[src/rtl/sar_ctrl.sv]
// Successive-approximation ADC controller: sequences track/hold, MSB-first
// binary search on the capacitive DAC, and publishes the completed code.
module sar_ctrl #(
    parameter int NBITS         = 10,
    parameter int SAMPLE_CYCLES = 4
) (
    input  logic             clk,
    input  logic             rst_n,
    input  logic             en,
    input  logic             start,
    input  logic             cont,
    input  logic             cmp,
    output logic             sample,
    output logic             cmp_en,
    output logic [NBITS-1:0] dac_code,
    output logic [NBITS-1:0] result,
    output logic             busy,
    output logic             done
);

    localparam int IDX_W = (NBITS > 1) ? $clog2(NBITS) : 1;
    localparam int CNT_W = 8;

    localparam logic [1:0] S_IDLE   = 2'd0;
    localparam logic [1:0] S_SAMPLE = 2'd1;
    localparam logic [1:0] S_CONV   = 2'd2;
    localparam logic [1:0] S_DONE   = 2'd3;

    localparam logic [NBITS-1:0] MSB_ONLY = {1'b1, {(NBITS-1){1'b0}}};

    logic [1:0]       state;
    logic [CNT_W-1:0] cnt;
    logic [IDX_W-1:0] idx;
    logic [NBITS-1:0] conv_code;

    // Resolve the bit under test with the comparator and arm the next trial bit.
    always_comb begin
        conv_code      = dac_code;
        conv_code[idx] = cmp;
        if (idx != '0) begin
            conv_code[idx - IDX_W'(1)] = 1'b1;
        end
    end

    // NOTE: every output is a flop updated alongside the state so the analog
    // core never sees decode glitches; all sequential updates use <= so each
    // edge reads only pre-edge values regardless of statement order.
    always_ff @(posedge clk or negedge rst_n) begin
        if (!rst_n) begin
            state    <= S_IDLE;
            cnt      <= '0;
            idx      <= '0;
            sample   <= 1'b0;
            cmp_en   <= 1'b0;
            dac_code <= '0;
            result   <= '0;
            busy     <= 1'b0;
            done     <= 1'b0;
        end else if (!en) begin
            state    <= S_IDLE;
            cnt      <= '0;
            idx      <= '0;
            sample   <= 1'b0;
            cmp_en   <= 1'b0;
            dac_code <= '0;
            busy     <= 1'b0;
            done     <= 1'b0;
        end else begin
            case (state)
                S_IDLE: begin
                    done <= 1'b0;
                    if (start) begin
                        state    <= S_SAMPLE;
                        cnt      <= CNT_W'(SAMPLE_CYCLES - 1);
                        sample   <= 1'b1;
                        dac_code <= '0;
                        busy     <= 1'b1;
                    end
                end
                S_SAMPLE: begin
                    if (cnt == '0) begin
                        state    <= S_CONV;
                        sample   <= 1'b0;
                        cmp_en   <= 1'b1;
                        dac_code <= MSB_ONLY;
                        idx      <= IDX_W'(NBITS - 1);
                    end else begin
                        cnt <= cnt - CNT_W'(1);
                    end
                end
                S_CONV: begin
                    dac_code <= conv_code;
                    if (idx == '0) begin
                        state  <= S_DONE;
                        result <= conv_code;
                        cmp_en <= 1'b0;
                        done   <= 1'b1;
                    end else begin
                        idx <= idx - IDX_W'(1);
                    end
                end
                default: begin  // S_DONE
                    done     <= 1'b0;
                    dac_code <= '0;
                    if (cont) begin
                        state  <= S_SAMPLE;
                        cnt    <= CNT_W'(SAMPLE_CYCLES - 1);
                        sample <= 1'b1;
                    end else begin
                        state <= S_IDLE;
                        busy  <= 1'b0;
                    end
                end
            endcase
        end
    end

endmodule

[config.mk]
export PLATFORM = sky130hd
export DESIGN_NAME = sar_ctrl
export DESIGN_NICKNAME = d
export VERILOG_FILES = /design/src/rtl/sar_ctrl.sv
export SDC_FILE = /design/constraint.sdc
export NUM_CORES = 1
export LEC_CHECK = 0
export CORE_MARGIN = 4
export CORE_UTILIZATION = 51
export DETAILED_ROUTE_END_ITERATION = 10
export HOLD_SLACK_MARGIN = 0.03
export PLACE_DENSITY_LB_ADDON = 0.05
export SYNTH_ARGS = -nofsm -noshare
export SYNTH_HDL_FRONTEND = slang
export SYNTH_SLANG_ARGS = --single-unit
[constraint.sdc]
create_clock -name clk -period 2.73 [get_ports clk]
set_input_delay 0.546 -clock clk [delete_from_list [all_inputs] [get_ports clk]]
set_output_delay 0.546 -clock clk [all_outputs]
set_load 0.01 [all_outputs]
==> impl_results.md, run 1 <==
- Postcts setup bufs: 0
- Max-slew violations: 0
- CTS max path bufs: 2
- Yosys Warn Count: 0
- Sequential fraction of the synthesis area: 0.420
- Via density: ~5.7
- Post-DP Area: about 0.0026 mm²
- Worst-skew pair later-pin latency: 0.29 ns
- Worst vdd ir: 0.730 mV
- Antenna diodes: 0
- Type of the worst setup path: reg2reg
- Die Area: 0.00557 mm²
- Synth async-reset ratio: 1.00
- Worst slew pin tran: around 0.83 ns
- Post-synth EDFFs: 0
- Post-synth cell types: 53
- DRC Markers: 0
- Final wirelength: 4.98 mm
- RSZ-0062 raised after global routing: false
- Root Buffer: clkbuf_8
- Ys flop type: dfrtp_1
- Static leakage: 1.18 nW
- Aggregate global routing overflow: 0
- Period minus WS final: between 2 and 2.5 ns
- Design area: roughly 0.0027 mm²
- Hold slack: ~0.36 ns
- Max Cap Viol: 0
- Layout Nets: 300
- Largest net degree at the start of global routing: 39
- Hold Fails Final Rpt: 0
- Number of global-route vias before repair: 1742
- Post-CTS sizing: 0
- H-tree depth: 2
- CP cell instances: inv_1 -> ha_1 -> nor3b_1 -> a21boi_1 -> or2_1 -> buf_4 -> o31ai_1
- Cts bufs inserted: 5
- R2r worst-path depth: 7
- Final ANT Viol Nets: 0
- Layout fillers: 351
- Class of the worst hold path: in2async
- Worst Skew: 0.00600 ns
- Post-route non-filler standard cell count: 333
- Synthesized instance count: about 250
- Slew headroom: 0.445
- Io pins: 30
- CP endpoint kind: flop
- Yosys reg bits: 38
- First-pass iteration count of the detailed router: 4
- Initial Util: 0.547
- Row count: 23
- Sink Count: 38
- Detailed Place HPWL: 3.60 mm
- Global-route wire length before repair: ~8.3 mm
- Family with the most delay on the worst path: simple AND/OR/NAND/NOR gates
- Outcome: finished, final reports clean
- CP required: 2.92 ns
- Inst Count DP: 326
- Synthesized area: about 0.0023 mm²
- Core area: 0.00414 mm²
- Die Y: approximately 75 µm
- Port Buffers: 29
- Pwr Density: 948 mW/mm²
- Total GRT Usage: 0.195
- Max incr delay on CP: 0.41 ns
- CP Buf/Inv Count: 2
- Final worst path period share: 0.798
- Hold_buf cts: 0
- Clock transition at path regs: about 0.070 ns
- Layout cells sized above 1: 0.102
- Initial drt markers: 146
- Overall Power: 0.00255 W
- Vias: about 1900
- Area Growth Syn to Fin: 18.8%
- Final setup violation count: 0
- Syn_nets: 269
- Syn avg cell area: between 8 and 9 µm²
- WP depth: 7
- Worst path slowest cell: dfrtp_1
- RePlAce Congestion: 0.928
- Die X: ~75 µm
- Total negative setup slack: 0 ns
- Worst Path Arrival: 2.37 ns
- Crit path max fanout: 13
- Fmax: 0.459 GHz
- DR WL/cell: approximately 15 µm
- CTS tree: built
- Initial antenna violation count: 0
- Critical Path Start Type: flop
[cell type report]
type                    count  area, µm²  area share
clock buffers               7       76.3      0.0283
inverters                  10       37.5      0.0139
multi-input cells         190       1210       0.450
flip-flops and latches     38        951       0.353
well taps                  50       62.6      0.0232
repair buffers             38        353       0.131
[sequential cells by signal, summed over array words and instances, names as in the netlist]
register  flops
busy          1
cmp_en        1
cnt           8
dac_code     10
done          1
idx           4
result       10
sample        1
state         2
[cells in the mapped netlist (2+ instances only)]
cell,instances,share of area
ha_1,11,0.061
nand3_1,11,0.024
buf_2,4,0.0088
nor2_1,18,0.030
o21ai_0,30,0.066
nand2_1,30,0.050
and3_1,5,0.014
nor2b_1,3,0.0083
or3_1,5,0.014
xnor2_1,2,0.0077
o41ai_1,2,0.0077
dfrtp_1,38,0.42
a21oi_1,13,0.029
clkbuf_1,8,0.013
o31ai_1,10,0.033
mux2i_1,3,0.013
a221oi_1,3,0.012
a21boi_0,4,0.013
nor3_1,2,0.0044
inv_1,10,0.017
mux2_2,7,0.035
and2_1,2,0.0055
[per-stage QoR]
stage               utilization  setup WS, ns
detailed placement        0.631         0.327
global placement          0.631         0.378
floorplan                     -         0.738
global route              0.650         0.313
finish                    0.650         0.550
CTS                       0.650         0.581
[cell usage in the layout, fill, tap and decap left out, types with 2 or more instances in the layout]
cell type	synthesis	routed
o21ai_0	30	30
a21boi_0	4	4
dfrtp_1	38	38
ha_1	11	11
a221oi_1	3	3
nand2_1	30	30
nor2b_1	3	3
buf_4	0	9
o31ai_1	10	10
o41ai_1	2	2
clkbuf_8	0	5
nor2_1	18	18
nand3_1	11	11
mux2i_1	3	3
a21oi_1	13	13
mux2_2	7	7
clkbuf_1	8	2
and2_1	2	2
inv_1	10	10
clkdlybuf4s50_1	0	28
or3_1	5	5
xnor2_1	2	2
nor3_1	2	2
and3_1	5	5
[cells by family (layout without fill, tap and decap cells)]
group,after synthesis,in the layout,share of synthesized area
AND/OR/NAND/NOR,88,88,0.193
XOR/XNOR,3,3,0.0116
multiplexers,10,10,0.0480
flip-flops,38,38,0.420
adder cells (fa/ha/maj),11,11,0.0607
AO/OA/AOI/OAI,78,78,0.222
buffers and inverters,24,55,0.0453
[metal layers]
metal,part of all wire,GRT usage
met1,0.49,0.282
met2,0.44,0.284
met3,0.055,0.0574
met4,0.010,0.0593
met5,0,0
[where the power goes]
group          total [W]  internal (W)  switching (W)
clock           0.000364      0.000176       0.000188
combinational    0.00133      0.000571       0.000756
sequential      0.000860      0.000703       0.000157
total            0.00255       0.00145        0.00110
[worst paths after layout]
path	startpoint	to	slack, ns
max	cnt[0]	dac_code[8]	0.55
min	rst_n	cnt[0]	0.36
max reg2reg	cnt[0]	dac_code[8]	0.55
min reg2reg	result[5]	result[5]	0.48
max in group asynchronous	rst_n	dac_code[8]	1.84
min in group clk	result[5]	result[5]	0.48
(Power assumes the default switching activity.)
==> run 2, diff against run 1 <==
CORE_UTILIZATION = 50   (was 51)
clock period = 1.75 ns   (was 2.73 ns; I/O delays follow)
==> run 2 against run 1 <==
  * Core utilization increased by 10 points
  * Clock-buffer cell count did not move
  * Highest routed layer unchanged
  * Clock power is 76% higher
  * Cell area up 23%
  * Combinational power up 150%
  * The run now ends with negative setup slack left
  * Via count rose by 11%
  * Critical path type unchanged
==> impl_results.md, run 2 (synthesis results as in run 1) <==
- Final wirelength: 5.82 mm (+17%)
- Area Growth Syn to Fin: 46.0%
- Crit path max fanout: 5 (-8)
- Switch Pwr: 0.00218 W (+98%)
- Critical Path Start Type: flop
- CTS tree: built
- Sw Share: 0.417 (-0.0143)
- RSZ-0062 raised after global routing: true
- Failing checks: negative setup slack
- First-pass iteration count of the detailed router: 4 (unchanged)
- Port Buffers: 29 (unchanged)
- Inst Count DP: 358 (+9.8%)
- Multi-input logic area: 0.00147 mm² (+21%)
- Layout cells sized above 1: 0.347 (+0.244)
- Worst setup margin: -0.136 ns (-0.686 ns)
- Clock share of power: 0.122 (-0.021)
- R2r worst-path depth: 7 (unchanged)
- RePlAce Congestion: 0.821 (-11%)
- Reg-to-reg endpoint: cnt[3]
- Most frequent cells in the layout: 40 x buf_4, 36 x dfrtp_1, 28 x nand2_1, 28 x clkdlybuf4s50_1, 22 x o21ai_0
- Reg-to-reg slack, setup: -0.14 ns (-0.69 ns)
- Post-route non-filler standard cell count: 375 (+13%)
- Period minus WS final: 1.89 ns (-0.294 ns)
- H-tree depth: 2 (unchanged)
- Worst Path Arrival: 2.11 ns (-0.26 ns)
- Type of the worst setup path: reg2reg
- Initial drt markers: 100 (-32%)
- Initial Util: 0.517 (-0.0300)
- Die X: 75.3 µm (+0.89%)
- DRC Markers: 0 (unchanged)
- Max Cap Viol: 0 (unchanged)
- Vias: 2117 (+11%)
- Number of global-route vias before repair: 2059 (+18%)
- Combinational share of power: 0.626 (+0.106)
- Max-slew violations: 0 (unchanged)
- Hold Fails Final Rpt: 0 (unchanged)
- DR WL/cell: 15.5 µm (+3.7%)
- Most common cell after layout, fill and taps aside: buf_4
- Sink Count: 38 (unchanged)
- Min-delay src: result[7]
- Clock transition at path regs: 0.08 ns (about the same)
- Antenna diodes: 0 (unchanged)
- P_int: 0.00305 W (+110%)
- Sequential share of power: 0.252 (-0.085)
- Worst vdd ir: 1.05 mV (+44%)
- Static leakage: 1.43 nW (+22%)
- Fmax: 0.530 GHz (+16%)
- Detailed Place HPWL: 4.03 mm (+12%)
- Final ANT Viol Nets: 0 (unchanged)
- Class of the worst hold path: reg2reg
- CP endpoint kind: flop
- Slew headroom: 0.685 (+0.241)
- Reg area: 953 µm² (+0.26%)
- Overall Power: 0.00523 W (+110%)
- Die Y: 75.3 µm (+0.89%)
- Top Registers: dac_code (10), result (10), cnt (8)
- Outcome: complete, but fails checks
- Worst slew pin tran: 0.472 ns (-0.361 ns)
- Worst-skew pair later-pin latency: 0.29 ns (about the same)
- Cts bufs inserted: 5 (unchanged)
- Root Buffer: clkbuf_8
- Final worst path period share: 1.08 (+0.279)
- Reg2Reg Launch Point: state[0]
- Io pins: 30 (unchanged)
- Final setup violation count: 14 (+14)
- Layout Nets: 339 (+13%)
- Hold Path End: result[7]
- Via density: 5.65 (-1.4%)
- Layout fillers: 314 (-11%)
- Die Area: 0.00567 mm² (+1.8%)
- Total negative setup slack: -0.737 ns (-0.737 ns)
- CTS max path bufs: 2 (unchanged)
- Hold slack: 0.476 ns (+0.117 ns)
- CP required: 1.97 ns (-0.95 ns)
- Total GRT Usage: 0.219 (+0.0235)
- Initial antenna violation count: 0 (unchanged)
- Hold path cells: 2
- Largest net degree at the start of global routing: 22 (-44%)
- Worst Skew: 0.00538 ns (-0.000615 ns)
- Core area: 0.00438 mm² (+5.8%)
- Pwr Density: 1580 mW/mm² (+67%)
- Global-route wire length before repair: 9.48 mm (+14%)
- Aggregate global routing overflow: 0 (unchanged)
- Row count: 24 (+4.3%)
-- run 2: final cells by class --
class	instances	area share
Multi-Input combinational cell	190	0.444
Sequential cell	38	0.288
Timing Repair Buffer	77	0.209
Clock buffer	7	0.0261
Tap cell	52	0.0197
Inverter	10	0.0113
Clock inverter	1	0.00151
-- run 2: how the worst max path moves through the flow --
stage / end / cells past startpoint / from / slack (ns)
floorplan: cnt[2] / 8 / state[1] / -0.22
global placement: cnt[2] / 6 / start / -0.38
detailed placement: cnt[3] / 6 / start / -0.41
CTS: cnt[3] / 7 / state[1] / -0.12
global route: cnt[7] / 9 / state[1] / -0.24
finish: cnt[3] / 7 / state[0] / -0.14
-- run 2: power by group through the flow --
stage          sequential (W)  combinational (W)  clock [W]
5_1_grt               0.00136            0.00360   0.000698
4_1_cts               0.00131            0.00280   0.000658
6_report              0.00132            0.00328   0.000639
2_1_floorplan         0.00133            0.00156          0
3_5_place_dp          0.00130            0.00251          0
3_3_place_gp          0.00130            0.00247          0
-- run 2: metal layers --
metal,global-route usage,wire length [µm]
met3,0.0475,186
met4,0.0738,67
met1,0.276,2560
met2,0.372,3010
met5,0,0
-- run 2: repair_timing --
action | CTS | global route
hold buffers | 1 | 0
gates resized for setup | 30 | 38
endpoints found under the hold margin | 17 | 0
pin swaps | 9 | 11
setup endpoints to repair | 28 | 33
buffers inserted | 2 | 7
-- run 2: metrics by stage --
| stage | setup slack [ns] | utilization | area [µm²] |
|---|---|---|---|
| 2_1_floorplan | -0.215 | - | 2290 |
| 3_3_place_gp | -0.381 | 0.655 | 2870 |
| 3_5_place_dp | -0.412 | 0.655 | 2870 |
| 4_1_cts | -0.119 | 0.705 | 3090 |
| 5_1_grt | -0.241 | 0.755 | 3310 |
| 6_report | -0.136 | 0.755 | 3310 |
-- run 2: worst max-delay path, stage by stage, from the launching register on --
cell and delay [ns]:
dfrtp_1 0.39, inv_2 0.07, ha_4 0.17, nor2b_4 0.12, or3_4 0.41, o21a_4 0.23, or3_1 0.30, a21oi_1 0.13
==> run 3, diff against run 2 <==
clock period = 1.7 ns   (was 1.75 ns; I/O delays follow)
==> run 3 against run 2 <==
  * The flow still finishes with violations (negative setup slack)
  * Via count is 0.71% lower
  * Sequential share of layout area decreased by 0.68 points
  * Clock-buffer cell count fell by 1
  * Total power is 7.7% higher
  * Clock skew increased by 0.0013 ns
  * Final cell count did not move
  * Clock power grew 25%
  * Register-to-register slack lost 0.04 ns
  * First-iteration DRC count shrank 13%
  * Non-clock buffer count grew 1
  * Core utilization increased by 1.7 points
  * Hold slack improved by 0.0057 ns
  * Largest cell class unchanged
  * Largest power group unchanged
==> impl_results.md, run 3 (synthesis results as in run 1) <==
- Outcome: complete, but fails checks
- Failing checks: negative setup slack
- H-tree depth: 2 (unchanged)
- Post-route non-filler standard cell count: 375 (unchanged)
- Pwr Density: 1670 mW/mm² (+5.3%)
- Crit path max fanout: 5 (unchanged)
- Initial antenna violation count: 0 (unchanged)
- Final worst path period share: 1.10 (+0.0256)
- Detailed Place HPWL: 4.09 mm (+1.6%)
- Critical Path Start Type: flop
- Die Y: 75.3 µm (unchanged)
- Multi-input logic area: 0.00150 mm² (+2.1%)
- CP endpoint kind: flop
- Max-slew violations: 0 (unchanged)
- Root Buffer: clkbuf_8
- Wl on met1: 2.58 mm (+0.74%)
- Inst Count DP: 363 (+1.4%)
- Fmax: 0.533 GHz (+0.55%)
- Io pins: 30 (unchanged)
- Reg-to-reg slack, setup: -0.18 ns (-0.04 ns)
- Final ANT Viol Nets: 0 (unchanged)
- Aggregate global routing overflow: 0 (unchanged)
- Worst slew pin tran: 0.480 ns (+0.00758 ns)
- Slew headroom: 0.680 (-0.00505)
- First-pass iteration count of the detailed router: 4 (unchanged)
- CTS max path bufs: 2 (unchanged)
- Met3 wire length: 230 µm (+24%)
- Pre-CTS worst setup slack: -0.441 ns (-0.0291 ns)
- Most frequent cells in the layout: 40 x buf_4, 37 x dfrtp_1, 28 x clkdlybuf4s50_1, 27 x nand2_1, 16 x o21ai_1
- RSZ-0062 raised after global routing: true
- Final setup violation count: 21 (+7)
- Die Area: 0.00567 mm² (unchanged)
- Worst Path Arrival: 2.10 ns (about the same)
- Core area: 0.00438 mm² (unchanged)
- Total negative setup slack: -1.85 ns (-1.11 ns)
- Initial Util: 0.517 (unchanged)
- Die X: 75.3 µm (unchanged)
- CP required: 1.93 ns (-0.04 ns)
- Cts bufs inserted: 5 (unchanged)
- Sink Count: 38 (unchanged)
- Clock transition at path regs: 0.08 ns (about the same)
- Top Registers: dac_code (10), result (10), cnt (8)
- Most common cell after layout, fill and taps aside: buf_4
- DRC Markers: 0 (unchanged)
- DR WL/cell: 15.9 µm (+2.6%)
- Type of the worst setup path: reg2reg
- Global-route wire length before repair: 9.49 mm (+0.15%)
- Initial drt markers: 87 (-13%)
- Worst vdd ir: 1.10 mV (+4.5%)
- Largest net degree at the start of global routing: 22 (unchanged)
- Port Buffers: 29 (unchanged)
- Final wirelength: 5.97 mm (+2.6%)
- Antenna diodes: 0 (unchanged)
- Period minus WS final: 1.88 ns (-0.0104 ns)
- DR top layer: met4
- Final core occ: 0.772 (+0.0171)
- Row count: 24 (unchanged)
- CTS tree: built
- Vias: 2102 (-0.71%)
- Worst Skew: 0.00664 ns (+0.00126 ns)
- Number of global-route vias before repair: 1993 (-3.2%)
- Worst setup margin: -0.175 ns (-0.0396 ns)
- Total GRT Usage: 0.220 (+0.00156)
- RePlAce Congestion: 0.832 (+1.3%)
- Layout cells sized above 1: 0.378 (+0.0310)
- Reg area: 952 µm² (-0.13%)
- Max Cap Viol: 0 (unchanged)
- Worst-skew pair later-pin latency: 0.29 ns (about the same)
- Met2 WL: 3.09 mm (+2.7%)
- Hold Fails Final Rpt: 0 (unchanged)
- Layout fillers: 288 (-8.3%)
- Area Growth Syn to Fin: 49.3%
- Layout Nets: 340 (+0.29%)
- Via density: 5.61 (-0.71%)
- Class of the worst hold path: reg2reg
- Static leakage: 1.46 nW (+1.5%)
- Hold slack: 0.482 ns (+0.00569 ns)
==> run 3: cell types whose count changed in the layout (fill, tap and decap cells not counted), moves of 4 or more <==
cell	previous run	this run
o21ai_0	22	11
o21ai_1	5	16
a21oi_1	10	6
a21oi_2	2	6
==> run 3: final timing paths <==
kind	cells past startpoint	endpoint	start
worst max-delay path	7	cnt[2]	state[0]
worst min-delay path	2	result[7]	result[7]
worst max register to register	7	cnt[2]	state[0]
worst min register to register	2	result[7]	result[7]
max in group asynchronous	3	result[1]	rst_n
min in group asynchronous	2	dac_code[7]	rst_n
==> run 3: layout make-up <==
type / instances / share of cell area
Clock inverter: 1 / 0.00888
Clock buffer: 6 / 0.0244
Multi-Input combinational cell: 190 / 0.443
Sequential cell: 38 / 0.281
Tap cell: 52 / 0.0192
Timing Repair Buffer: 78 / 0.212
Inverter: 10 / 0.0111
==> run 3: what timing repair did <==
action / CTS / global route
gates resized for setup: 37 / 52
hold buffers: 1 / 0
endpoints found under the hold margin: 17 / 0
endpoints found under the setup margin: 28 / 36
setup buffers: 2 / 2
gates cloned: 0 / 0
pin swaps: 8 / 5
==> run 3: where the power goes <==
group | switching (W) | internal [W]
Clock | 0.000329 | 0.000470
Sequential | 0.000218 | 0.00113
Combinational | 0.00175 | 0.00173
==> run 3: through the flow <==
step / power, W / instance area [µm²]
2_1_floorplan: 0.00299 / 2300
3_3_place_gp: 0.00398 / 2930
3_5_place_dp: 0.00403 / 2930
4_1_cts: 0.00519 / 3200
5_1_grt: 0.00604 / 3380
6_report: 0.00563 / 3380
==> run 3: worst max-delay path, stage by stage, from the launching register on <==
cell and delay, ns:
dfrtp_1 0.39, inv_2 0.07, ha_4 0.17, nor2b_4 0.12, or3_4 0.38, o21a_4 0.23, or3_4 0.33, a21oi_2 0.12
==> run 3: routing by layer <==
layer,vias up,global-route usage
met4,0,0.0699
met2,46,0.383
met3,11,0.0409
met5,-,0
li1,1047,-
met1,998,0.277
